## config.mk

```make
export PLATFORM = sky130hd
export DESIGN_NAME = flag_update_scheduler
export DESIGN_NICKNAME = d
export VERILOG_FILES = /design/src/rtl/specreg_pkg.sv /design/src/rtl/rr_arb2.sv /design/src/rtl/flag_update_scheduler.sv
export SDC_FILE = /design/constraint.sdc
export NUM_CORES = 1
export LEC_CHECK = 0
export ABC_AREA = 1
export CAP_MARGIN = 25
export CORE_MARGIN = 2
export CORE_UTILIZATION = 50
export CTS_BUF_LIST = sky130_fd_sc_hd__clkbuf_2
export DETAILED_ROUTE_END_ITERATION = 7
export GPL_ROUTABILITY_DRIVEN = 0
export PLACE_DENSITY = 0.92
export SYNTH_ARGS = -nofsm -noshare
export SYNTH_HDL_FRONTEND = slang
export SYNTH_SLANG_ARGS = --single-unit
```

## constraint.sdc

```tcl
create_clock -name clock -period 2.7 [get_ports clock]
set_input_delay 0.675 -clock clock [delete_from_list [all_inputs] [get_ports clock]]
set_output_delay 0.675 -clock clock [all_outputs]
set_load 0.01 [all_outputs]
```

## src/rtl/specreg_pkg.sv

```systemverilog
// Shared encodings for the special-register flag path: update modes, ALU kinds,
// scheduler states and round-robin pointer values.
package specreg_pkg;

    typedef enum logic [3:0] {
        UPD_NONE     = 4'd0,
        UPD_BS       = 4'd1,
        UPD_ADD      = 4'd2,
        UPD_MOV      = 4'd3,
        UPD_V        = 4'd4,
        UPD_SWI      = 4'd5,
        UPD_BIOS_OFF = 4'd7
    } update_mode_t;

    typedef enum logic [1:0] {
        KIND_ADD  = 2'd0,
        KIND_MOV  = 2'd1,
        KIND_V    = 2'd2,
        KIND_RSVD = 2'd3
    } alu_kind_t;

    typedef enum logic [2:0] {
        ST_IDLE,
        ST_SWI_ISSUE,
        ST_SWI_CHECK,
        ST_BIOS_ISSUE,
        ST_BIOS_WAIT
    } sched_state_t;

    localparam logic RR_ALU = 1'b0;
    localparam logic RR_BS  = 1'b1;

    function automatic update_mode_t alu_mode(input logic [1:0] kind);
        case (kind)
            KIND_ADD: return UPD_ADD;
            KIND_MOV: return UPD_MOV;
            KIND_V:   return UPD_V;
            default:  return UPD_NONE;
        endcase
    endfunction

endpackage

```

## src/rtl/rr_arb2.sv

```systemverilog
// Two-way round-robin arbiter: req[0]/gnt[0] is the ALU side, req[1]/gnt[1] the
// shifter side. The pointer moves away from whichever side was last granted.
import specreg_pkg::*;

module rr_arb2 (
    input  logic       clock,
    input  logic       reset,
    input  logic [1:0] req,
    output logic [1:0] gnt
);

    logic prio;

    always_comb begin
        gnt = req;
        if (req == 2'b11) begin
            gnt = (prio == RR_BS) ? 2'b10 : 2'b01;
        end
    end

    always_ff @(posedge clock) begin
        if (!reset) begin
            prio <= RR_ALU;
        end else if (gnt[0]) begin
            prio <= RR_BS;
        end else if (gnt[1]) begin
            prio <= RR_ALU;
        end
    end

endmodule

```

## src/rtl/flag_update_scheduler.sv

```systemverilog
// Schedules flag-register updates from ALU, shifter, SWI and BIOS-exit requesters;
// all outputs are registered and follow the sampling edge by one cycle.
import specreg_pkg::*;

module flag_update_scheduler (
    input  logic       clock,
    input  logic       reset,
    input  logic       stall,
    input  logic       alu_req,
    input  logic [1:0] alu_kind,
    input  logic       bs_req,
    input  logic       swi_req,
    input  logic       bios_exit_req,
    input  logic       mode_flag,
    input  logic       is_bios,
    output logic       spec_enable,
    output logic [3:0] update_mode,
    output logic       alu_grant,
    output logic       bs_grant,
    output logic       swi_grant,
    output logic       bios_grant,
    output logic       swi_done,
    output logic       swi_fault,
    output logic       busy
);

    sched_state_t state;
    logic         saved_mode;
    logic         alu_elig, bs_elig, swi_elig, bios_elig, arb_en;
    logic [1:0]   arb_req, arb_gnt;

    // A grant showing this cycle is the ack; the requester drops req afterwards.
    assign alu_elig  = alu_req && !alu_grant && (alu_kind != KIND_RSVD);
    assign bs_elig   = bs_req && !bs_grant;
    assign swi_elig  = swi_req && !swi_grant;
    assign bios_elig = bios_exit_req && !bios_grant;
    assign arb_en    = (state == ST_IDLE) && !stall && !bios_elig && !swi_elig;
    assign arb_req   = {bs_elig, alu_elig} & {2{arb_en}};

    rr_arb2 u_rr (
        .clock (clock),
        .reset (reset),
        .req   (arb_req),
        .gnt   (arb_gnt)
    );

    always_ff @(posedge clock) begin
        if (!reset) begin
            state       <= ST_IDLE;
            saved_mode  <= 1'b0;
            spec_enable <= 1'b0;
            update_mode <= UPD_NONE;
            alu_grant   <= 1'b0;
            bs_grant    <= 1'b0;
            swi_grant   <= 1'b0;
            bios_grant  <= 1'b0;
            swi_done    <= 1'b0;
            swi_fault   <= 1'b0;
            busy        <= 1'b0;
        end else begin
            spec_enable <= 1'b0;
            update_mode <= UPD_NONE;
            alu_grant   <= 1'b0;
            bs_grant    <= 1'b0;
            swi_grant   <= 1'b0;
            bios_grant  <= 1'b0;
            swi_done    <= 1'b0;
            swi_fault   <= 1'b0;
            if (!stall) begin
                case (state)
                    ST_IDLE: begin
                        if (bios_elig) begin
                            bios_grant <= 1'b1;
                            // Already out of BIOS: acknowledge without touching the flags.
                            if (is_bios) begin
                                state       <= ST_BIOS_ISSUE;
                                spec_enable <= 1'b1;
                                update_mode <= UPD_BIOS_OFF;
                                busy        <= 1'b1;
                            end
                        end else if (swi_elig) begin
                            state       <= ST_SWI_ISSUE;
                            saved_mode  <= mode_flag;
                            swi_grant   <= 1'b1;
                            spec_enable <= 1'b1;
                            update_mode <= UPD_SWI;
                            busy        <= 1'b1;
                        end else if (arb_gnt[0]) begin
                            alu_grant   <= 1'b1;
                            spec_enable <= 1'b1;
                            update_mode <= alu_mode(alu_kind);
                        end else if (arb_gnt[1]) begin
                            bs_grant    <= 1'b1;
                            spec_enable <= 1'b1;
                            update_mode <= UPD_BS;
                        end
                    end
                    ST_SWI_ISSUE: state <= ST_SWI_CHECK;
                    ST_SWI_CHECK: begin
                        swi_done  <= (mode_flag != saved_mode);
                        swi_fault <= (mode_flag == saved_mode);
                        state     <= ST_IDLE;
                        busy      <= 1'b0;
                    end
                    ST_BIOS_ISSUE: state <= ST_BIOS_WAIT;
                    ST_BIOS_WAIT: begin
                        if (!is_bios) begin
                            state <= ST_IDLE;
                            busy  <= 1'b0;
                        end
                    end
                    default: begin
                        state <= ST_IDLE;
                        busy  <= 1'b0;
                    end
                endcase
            end
        end
    end

endmodule

```

---- Word-level counts from Yosys, hierarchy flattened ----
Cells that the tools add are included.
word-level totals
  register bits ........................... 17
  input bits .............................. 11
operators by class
  equal/unequal tests ..................... 13
  muxes and demuxes ....................... 28
  bitwise gates (word level) .............. 7
  reduce and logical (&&, ||, !) cells .... 27
operator list
  operator              number
  $mux W1               15
  $mux W3               5
  $mux W4               3
  $pmux W3 S4           1
  $pmux W3 S3           1
  $logic_and A1 B1 Y1   8
  $reduce_and A4 Y1     2
  $logic_not A1 Y1      7
  $eq A3 B2 Y1 const B  2
  $ne A3 B3 Y1 const B  2
  $not A1 Y1            6
  $reduce_or A3 Y1      2
  $reduce_or A6 Y1      1
  $reduce_and A5 Y1     1
  $reduce_or A5 Y1      1
  $eq A2 B2 Y1 const B  2
  $mux W2               2
  $ne A2 B2 Y1 const B  2
  $reduce_or A4 Y1      1
  $eq A3 B1 Y1 const B  1
  $eq A3 B3 Y1 const B  1
  $logic_not A3 Y1      1
  $pmux W1 S3           1
  $and A2 B2 Y2         1
  other kinds (6)       6

---- Logic depth before layout (Yosys ltp) ----
Gate-level depths: netlist (run 1).
  depth after elaboration ................. 12
  gate-level depth with buffers ........... 9

---- By module ----
A second synthesis (run 1) with hierarchy kept.
unflattened totals
  cells, all modules ...................... 104
  area total of the unflattened synthesis .. 750.7 sq um
modules (own cells, without submodules)
  module                 instances  cells each  area an instance (sq um)  sequential area each (sq um)
  flag_update_scheduler  1          96          700.7                     300.3
  rr_arb2                1          8           50.0                      20.0

---- Worst setup path after synthesis (run 1) ----
Ideal clock, no wire load.
  path kind ............................... input to register
  start point ............................. in bios_exit_req
  end point ............................... reg update_mode[2]
  data arrival time ....................... 1338 ps
  path slack .............................. 1298 ps
  cell stages on the path ................. 7
  path buffers ............................ 0
  path through ............................ nand2_1 > nand2_4 > nor2_8 > nand4_4 > nor2_2 > nor2_1 > nor2_1
between the ends
  word-level cells in the longest chain between the ends .. 10
ends and longest elaborated chain
  element                           RTL line                     source
  start, declared                   flag_update_scheduler.sv:13  input logic bios_exit_req,
  $logic_and A1 B1 Y1 (*)           flag_update_scheduler.sv:36  assign bios_elig = bios_exit_req && !bios_grant;
  $logic_not A1 Y1                  flag_update_scheduler.sv:37  assign arb_en = (state == ST_IDLE) && !stall && !bios_elig && !swi_elig;
  $logic_and A1 B1 Y1 (2 in a row)  flag_update_scheduler.sv:37
  $and A2 B2 Y2                     flag_update_scheduler.sv:38  assign arb_req = {bs_elig, alu_elig} & {2{arb_en}};
  $eq A2 B2 Y1                      rr_arb2.sv:16                if (req == 2'b11) begin
  $mux W2                           rr_arb2.sv:16
  $mux W4                           flag_update_scheduler.sv:88  end else if (arb_gnt[0]) begin
  $mux W4                           flag_update_scheduler.sv:81  end else if (swi_elig) begin
  $mux W4 (*)                       flag_update_scheduler.sv:72  if (bios_elig) begin
  end signal, assigned              flag_update_scheduler.sv:91  update_mode <= alu_mode(alu_kind);
  end, declared                     flag_update_scheduler.sv:17  output logic [3:0] update_mode,
Mark *: on every way between the ends. The rest lies on a longest branch, timed or not.
A chain may end at the register's enable or synchronous reset.

---- Worst setup path in the final report (run 1) ----
  start point ............................. reg busy
  end point ............................... out busy
RTL lines
  element                 RTL line                     source
  start, declared         flag_update_scheduler.sv:24  output logic busy
  start signal, assigned  flag_update_scheduler.sv:59  busy <= 1'b0;
  start signal, assigned  flag_update_scheduler.sv:79  busy <= 1'b1;
  start signal, assigned  flag_update_scheduler.sv:87  busy <= 1'b1;
No word-level cell between the ends.

==> insert_results.sql, run 1 <==
INSERT INTO impl_metrics (metric_group, metric, value, unit) VALUES
('run_status', 'result_of_the_run', 'completed', ''),
('floorplanning', 'io_pins', '23', ''),
('power', 'p_int', '0.3470', 'mW'),
('clock_tree', 'cts_max_level', '1', ''),
('layout', 'area_taken_by_multi_input_logic_gates', '392.9', 'um^2'),
('synth', 'syn-num-nets', '116', ''),
('layout', 'nFillCells', '121', ''),
('placement', 'io_buffer_count', '21', ''),
('layout', 'nNetsFinal', '141', ''),
('hold_path', 'min_path_type', 'flip-flop to flip-flop', ''),
('layout', 'area.sequential', '320.3', 'um^2'),
('drt', 'via_count', '710', ''),
('critical_path', 'critical-path-top-delay-family', 'buffers and inverters', ''),
('drt', 'detail_route.drc_violations', '0', ''),
('power', 'power.net_switching', '0.1718', 'mW'),
('synth', 'synth_top_flop_cell', 'dfxtp_1', ''),
('drt', 'route.final.wire_length', '1535', 'um'),
('timing', 'finalClockSkew', '0.0009609', 'ns'),
('timing', 'setup-violations-final', '0', ''),
('power', 'swShare', '0.3311', ''),
('synth', 'synthDistinctLibCells', '24', ''),
('timing', 'final.min_clock_period', '1.893', 'ns'),
('clock_tree', 'numClockSinks', '16', ''),
('clock_tree', 'cts-resized-gates', '0', ''),
('synth', 'yosys_warnings', '0', ''),
('clock_tree', 'cts_root_buf', 'clkbuf_2', ''),
('timing', 'clock.fmax', '528.2', 'MHz'),
('layout', 'post-route-util', '0.6916', ''),
('synth', 'synthesis.instances', '105', ''),
('layout', 'final_cells', '145', ''),
('timing', 'rsz0062_at_grt', 'no', ''),
('timing', 'post-route-period-util', '0.7012', ''),
('floorplanning', 'initial_core_util', '0.5294', ''),
('power', 'share_seq_of_total_power', '0.507', ''),
('clock_tree', 'clk_transition_reported_paths', '0.15', 'ns'),
('floorplanning', 'placeableCoreArea', '0.001489', 'mm^2'),
('critical_path', 'cp_slowest_stage_delay', '0.54', 'ns'),
('clock_tree', 'cts_hold_buf', '0', ''),
('timing', 'finalMaxSlewViolations', '0', ''),
('job', 'timing.max_cap.violations', '0', ''),
('synth', 'synth_area_leader_cell', 'dfxtp_1', ''),
('power', 'power_density', '503.7', 'mW/mm^2'),
('clock_tree', 'cts_buffer_count', '3', ''),
('timing', 'setup_slack', '0.8067', 'ns'),
('floorplanning', 'die_width', '43.71', 'um'),
('synth', 'most_instantiated_cells_after_synthesis', 'inv_1, dfxtp_1, nand2_1, nor2_1, nand3_1', ''),
('global_route', 'grt_overflow_total', '0', ''),
('placement', 'dp.final_hpwl', '1200', 'um'),
('critical_path', 'critical_path.cell_chain', 'clkdlybuf4s50_1', ''),
('synth', 'yosys_register_bits', '16', ''),
('critical_path', 'crit_required', '2.03', 'ns'),
('drt', 'drt_pre_antenna_iters', '4', ''),
('critical_path', 'critPathCaptureType', 'primary output', ''),
('global_route', 'grt_antenna_before_repair', '0', ''),
('synth', 'synth.most_common_cell', 'inv_1', ''),
('layout', 'post_route_cells_drive_above_1_share', '0.1318', ''),
('power', 'worst_ir_drop_on_vdd', '0.2777', 'mV'),
('floorplanning', 'die_height', '43.71', 'um'),
('power', 'power', '0.5187', 'mW'),
('clock_tree', 'buffer_depth_of_the_longest_clock_path', '2', ''),
('drt', 'antenna_left', '0', ''),
('critical_path', 'path_class', 'flip-flop to primary output', ''),
('floorplanning', 'design.die.area', '0.001910', 'mm^2'),
('power', 'total_leakage_power', '0.4496', 'nW'),
('clock_tree', 'clock_insertion_delay_worst_skew', '0.30', 'ns'),
('critical_path', 'cp.arrival', '1.22', 'ns'),
('synth', 'syn_avg_cell_area', '7.507', 'um^2'),
('critical_path', 'setup.worst_path.start_class', 'flip-flop', ''),
('floorplanning', 'std_cell_rows', '14', ''),
('synth', 'synth.area.top_cells', 'dfxtp_1, inv_1, nand2_1, nor2_1, nand3_1', ''),
('clock_tree', 'cts_post_setup_buffers_inserted', '0', '');
[state kept, by name (all words and copies together), names as in the netlist]
signal	count
u_rr.prio	1
update_mode	3
state	3
busy	1
swi_done	1
saved_mode	1
swi_grant	1
swi_fault	1
bios_grant	1
bs_grant	1
alu_grant	1
spec_enable	1
[cells in the final DEF, fill, tap and decap left out]
cell,n
a21oi_1,5
and3_2,1
clkbuf_2,3
clkdlybuf4s50_1,21
clkinv_1,1
conb_1,1
dfxtp_1,16
inv_1,17
inv_2,1
nand2_1,16
nand2_2,1
nand2_4,2
nand3_1,10
nand3b_1,1
nand4_1,3
nand4_4,1
nor2_1,16
nor2_2,3
nor2_4,2
nor2_8,1
nor3_1,2
o21ai_0,1
o22ai_1,1
o22ai_2,1
or2_2,1
xnor2_1,1
[power by group through the flow]
| stage | clock network (mW) | logic (mW) | registers (mW) |
|---|---|---|---|
| final | 0.110 | 0.146 | 0.263 |
| after global routing | 0.123 | 0.162 | 0.265 |
| after CTS | 0.111 | 0.145 | 0.263 |
| after detailed placement | 0 | 0.144 | 0.268 |
| after global placement | 0 | 0.139 | 0.268 |
| after floorplan | 0 | 0.0927 | 0.271 |
[final timing paths]
path                end       start  slack, ns  cells past startpoint
min reg2reg  saved_mode  saved_mode       0.49                      2
min          saved_mode  saved_mode       0.49                      2
max                busy        busy       0.81                      1
max reg2reg  saved_mode    state[0]       1.43                      6
[routing by layer]
metal	vias to the layer above	routed length, um	global-route usage
li1	377	-	-
met1	304	693	0.2376
met2	27	719	0.2941
met3	2	94	0.04167
met4	0	27	0.09091
met5	-	0	0
[through the flow]
step	instance area, um^2	hold slack, ns
floorplan	788.3	0.4357
global placement	1011	0.4459
detailed placement	1011	0.4631
CTS	1030	0.4900
global route	1030	0.5092
finish	1030	0.4903
[worst register-to-register path: stages, from the launching register on]
cell and delay [ns]:
dfxtp_1 0.38, nor2_4 0.17, nand2_4 0.10, nor2_1 0.12
nand3_1 0.13, o21ai_0 0.21, a21oi_1 0.06
[cell type report]
type	instances	share of cell area
flip-flops and latches	16	0.3111
clock buffers	3	0.01458
multi-input cells	70	0.3815
repair buffers	21	0.2041
inverters	18	0.06561
well taps	16	0.01944
clock inverters	1	0.003645
[cells by family (layout without fill, tap and decap cells)]
logic type	count (synthesis)	count (layout)	synth area share
buffers and inverters	19	43	0.09524
xor gates and xnor gates	1	1	0.01111
other	1	1	0.004757
AOI/OAI and AO/OA	8	8	0.06190
and+or+nand+nor	60	60	0.4207
DFF	16	16	0.4064
Power figures use the tool's default switching activity.
==> inputs of run 2 (changes only) <==
--- a/config.mk
+++ b/config.mk
@@ -8,11 +8,11 @@
 export ABC_AREA = 1
 export CAP_MARGIN = 25
 export CORE_MARGIN = 2
-export CORE_UTILIZATION = 50
+export CORE_UTILIZATION = 48
 export CTS_BUF_LIST = sky130_fd_sc_hd__clkbuf_2
 export DETAILED_ROUTE_END_ITERATION = 7
 export GPL_ROUTABILITY_DRIVEN = 0
-export PLACE_DENSITY = 0.92
+export PLACE_DENSITY = 0.89
 export SYNTH_ARGS = -nofsm -noshare
 export SYNTH_HDL_FRONTEND = slang
 export SYNTH_SLANG_ARGS = --single-unit
==> constraint.sdc (replaced) <==
create_clock -name clock -period 1.98 [get_ports clock]
set_input_delay 0.495 -clock clock [delete_from_list [all_inputs] [get_ports clock]]
set_output_delay 0.495 -clock clock [all_outputs]
set_load 0.01 [all_outputs]
==> run 2 against run 1 <==
Net effect: combinational power rose by 38%; clock-buffer cell count did not move; clock power rose by 32%; hold slack got worse by 0.00094 ns; largest cell class unchanged; sequential power rose by 37%; global-route usage rose by 0.52 points; register-to-register slack got worse by 0.76 ns; total power rose by 36%.
==> insert_results.sql, run 2 (synthesized netlist as in run 1, its figures left out) <==
INSERT INTO impl_metrics (metric_group, metric, value, unit) VALUES
('run_status', 'result_of_the_run', 'completed', ''),
('clock_tree', 'cts_buffer_count', '3', ''),
('drt', 'detail_route.drc_violations', '0', ''),
('timing', 'fin_setup_tns', '0', 'ns'),
('drt', 'antenna_left', '0', ''),
('layout', 'nNetsFinal', '141', ''),
('critical_path', 'worstPathMaxFanout', '2', ''),
('floorplanning', 'io_pins', '23', ''),
('clock_tree', 'cts_max_level', '1', ''),
('layout', 'final_cells', '144', ''),
('clock_tree', 'clock_insertion_delay_worst_skew', '0.30', 'ns'),
('placement', 'dp.final_hpwl', '1346', 'um'),
('layout', 'insertedDiodeCount', '0', ''),
('clock_tree', 'cts-resized-gates', '0', ''),
('clock_tree', 'clock_tree_from_tritoncts', 'built', ''),
('layout', 'nFillCells', '126', ''),
('critical_path', 'critPathLaunch', 'bios_grant', ''),
('timing', 'finalClockSkew', '0.01974', 'ns'),
('floorplanning', 'design.die.area', '0.001982', 'mm^2'),
('timing', 'final.min_clock_period', '1.695', 'ns'),
('drt', 'route.final.wire_length', '1720', 'um'),
('critical_path', 'critical-path-top-delay-family', 'buffers and inverters', ''),
('clock_tree', 'cts_hold_buf', '0', ''),
('critical_path', 'cp.arrival', '1.20', 'ns'),
('timing', 'clock.fmax', '589.9', 'MHz'),
('layout', 'area.growth.synth_to_final', '30.16', '%'),
('clock_tree', 'buffer_depth_of_the_longest_clock_path', '2', ''),
('power', 'power_density', '688.0', 'mW/mm^2'),
('drt', 'routed_length_per_instance', '11.94', 'um'),
('critical_path', 'critPathCaptureType', 'primary output', ''),
('floorplanning', 'placeableCoreArea', '0.001524', 'mm^2'),
('power', 'power.net_switching', '0.2353', 'mW'),
('floorplanning', 'std_cell_rows', '14', ''),
('power', 'p_int', '0.4706', 'mW'),
('timing', 'setup-violations-final', '0', ''),
('drt', 'drt_pre_antenna_iters', '4', ''),
('job', 'timing.max_cap.violations', '0', ''),
('clock_tree', 'cts_post_setup_buffers_inserted', '0', ''),
('critical_path', 'setup.worst_path.start_class', 'flip-flop', ''),
('power', 'power.share.clock', '0.206', ''),
('clock_tree', 'clk_transition_reported_paths', '0.16', 'ns'),
('critical_path', 'path_class', 'flip-flop to primary output', ''),
('power', 'worst_ir_drop_on_vdd', '0.3812', 'mV'),
('floorplanning', 'die_height', '44.53', 'um'),
('clock_tree', 'cts_root_buf', 'clkbuf_2', ''),
('global_route', 'grt_overflow_total', '0', ''),
('layout', 'mostFrequentLayoutCell', 'clkdlybuf4s50_1', ''),
('critical_path', 'critPathBufInv', '1', ''),
('timing', 'finalHoldViolations', '0', ''),
('hold_path', 'min_path_type', 'flip-flop to flip-flop', ''),
('hold_path', 'hold_path_startpoint', 'busy', ''),
('clock_tree', 'numClockSinks', '16', ''),
('power', 'swShare', '0.3333', ''),
('global_route', 'grt_antenna_before_repair', '0', ''),
('drt', 'routed_via_density', '5.313', ''),
('global_route', 'grt_first_pass_wirelength', '2725', 'um'),
('power', 'share_seq_of_total_power', '0.510', ''),
('placement', 'post-place-cells', '141', ''),
('global_route', 'grt_pass1_vias', '696', ''),
('floorplanning', 'initial_core_util', '0.5172', ''),
('timing', 'finalMaxSlewViolations', '0', ''),
('power', 'combinationalPowerShare', '0.285', ''),
('critical_path', 'crit_required', '1.48', 'ns'),
('global_route', 'grt_max_degree', '9', ''),
('critical_path', 'critical_path.cell_chain', 'clkdlybuf4s50_1', ''),
('layout', 'most-common-layout-cells', 'clkdlybuf4s50_1, inv_1, nand2_1, nor2_1, dfxtp_1', ''),
('critical_path', 'cp_slowest_stage_delay', '0.53', 'ns'),
('power', 'total_leakage_power', '0.4480', 'nW'),
('critical_path', 'crit_path_top_delay_cell', 'clkdlybuf4s50_1', ''),
('floorplanning', 'die_width', '44.53', 'um'),
('layout', 'largest_registers', 'state: 3 flops, update_mode: 3 flops', ''),
('timing', 'rsz0062_at_grt', 'no', ''),
('drt', 'first_iter_violations', '29', ''),
('timing', 'post-route-period-util', '0.8561', ''),
('global_route', 'grt_usage', '0.1909', ''),
('critical_path', 'worst_r2r_startpoint', 'bios_grant', ''),
('placement', 'io_buffer_count', '21', ''),
('layout', 'post_route_cells_drive_above_1_share', '0.1328', ''),
('drt', 'via_count', '765', '');
## run 2: power groups by stage
stage | clock network, mW | registers [mW] | logic [mW]
6_report | 0.145 | 0.360 | 0.201
5_1_grt | 0.157 | 0.362 | 0.219
4_1_cts | 0.146 | 0.360 | 0.200
3_5_place_dp | 0 | 0.367 | 0.198
3_3_place_gp | 0 | 0.365 | 0.190
2_1_floorplan | 0 | 0.370 | 0.126
## run 2: routing by layer
| layer | up-vias | share of wire | GRT usage |
|---|---|---|---|
| li1 | 378 | - | - |
| met1 | 351 | 0.43 | 0.2080 |
| met2 | 29 | 0.50 | 0.3333 |
| met3 | 7 | 0.042 | 0.03673 |
| met4 | 0 | 0.029 | 0.1212 |
| met5 | - | 0 | 0 |
## run 2: layout make-up
type	count	area [um^2]	share of cell area
clock buffers	3	15.01	0.01463
flip-flops and latches	16	320.3	0.3122
inverters	18	67.56	0.06585
multi-input cells	70	392.9	0.3829
well taps	16	20.02	0.01951
repair buffers	21	210.2	0.2049
## run 2: final timing paths
check | cells after the start | endpoint | slack (ns)
worst min register to register | 2 | busy | 0.49
worst max register to register | 8 | update_mode[0] | 0.67
worst max-delay path | 1 | bios_grant | 0.28
worst min-delay path | 2 | busy | 0.49
## run 2: metrics by stage
stage | worst slack [ns] | cell area, um^2 | power, mW | hold WS, ns | utilization
final | 0.2849 | 1026 | 0.7058 | 0.4894 | 0.6732
after global routing | 0.2387 | 1026 | 0.7380 | 0.5230 | 0.6732
after global placement | 0.2038 | 1011 | 0.5557 | 0.4523 | 0.6634
after detailed placement | 0.1538 | 1011 | 0.5647 | 0.4681 | 0.6634
after CTS | 0.2874 | 1026 | 0.7048 | 0.4901 | 0.6732
after floorplan | 0.7577 | 788.3 | 0.4961 | 0.4357 | -
==> inputs of run 3 (changes only) <==
--- a/config.mk
+++ b/config.mk
@@ -12,6 +12,7 @@
 export CTS_BUF_LIST = sky130_fd_sc_hd__clkbuf_2
 export DETAILED_ROUTE_END_ITERATION = 7
 export GPL_ROUTABILITY_DRIVEN = 0
+export HOLD_SLACK_MARGIN = 0.15
 export PLACE_DENSITY = 0.89
 export SYNTH_ARGS = -nofsm -noshare
 export SYNTH_HDL_FRONTEND = slang
==> results of run 3 <==
No change in the layout: final DEF, timing and power equal those of run 2.
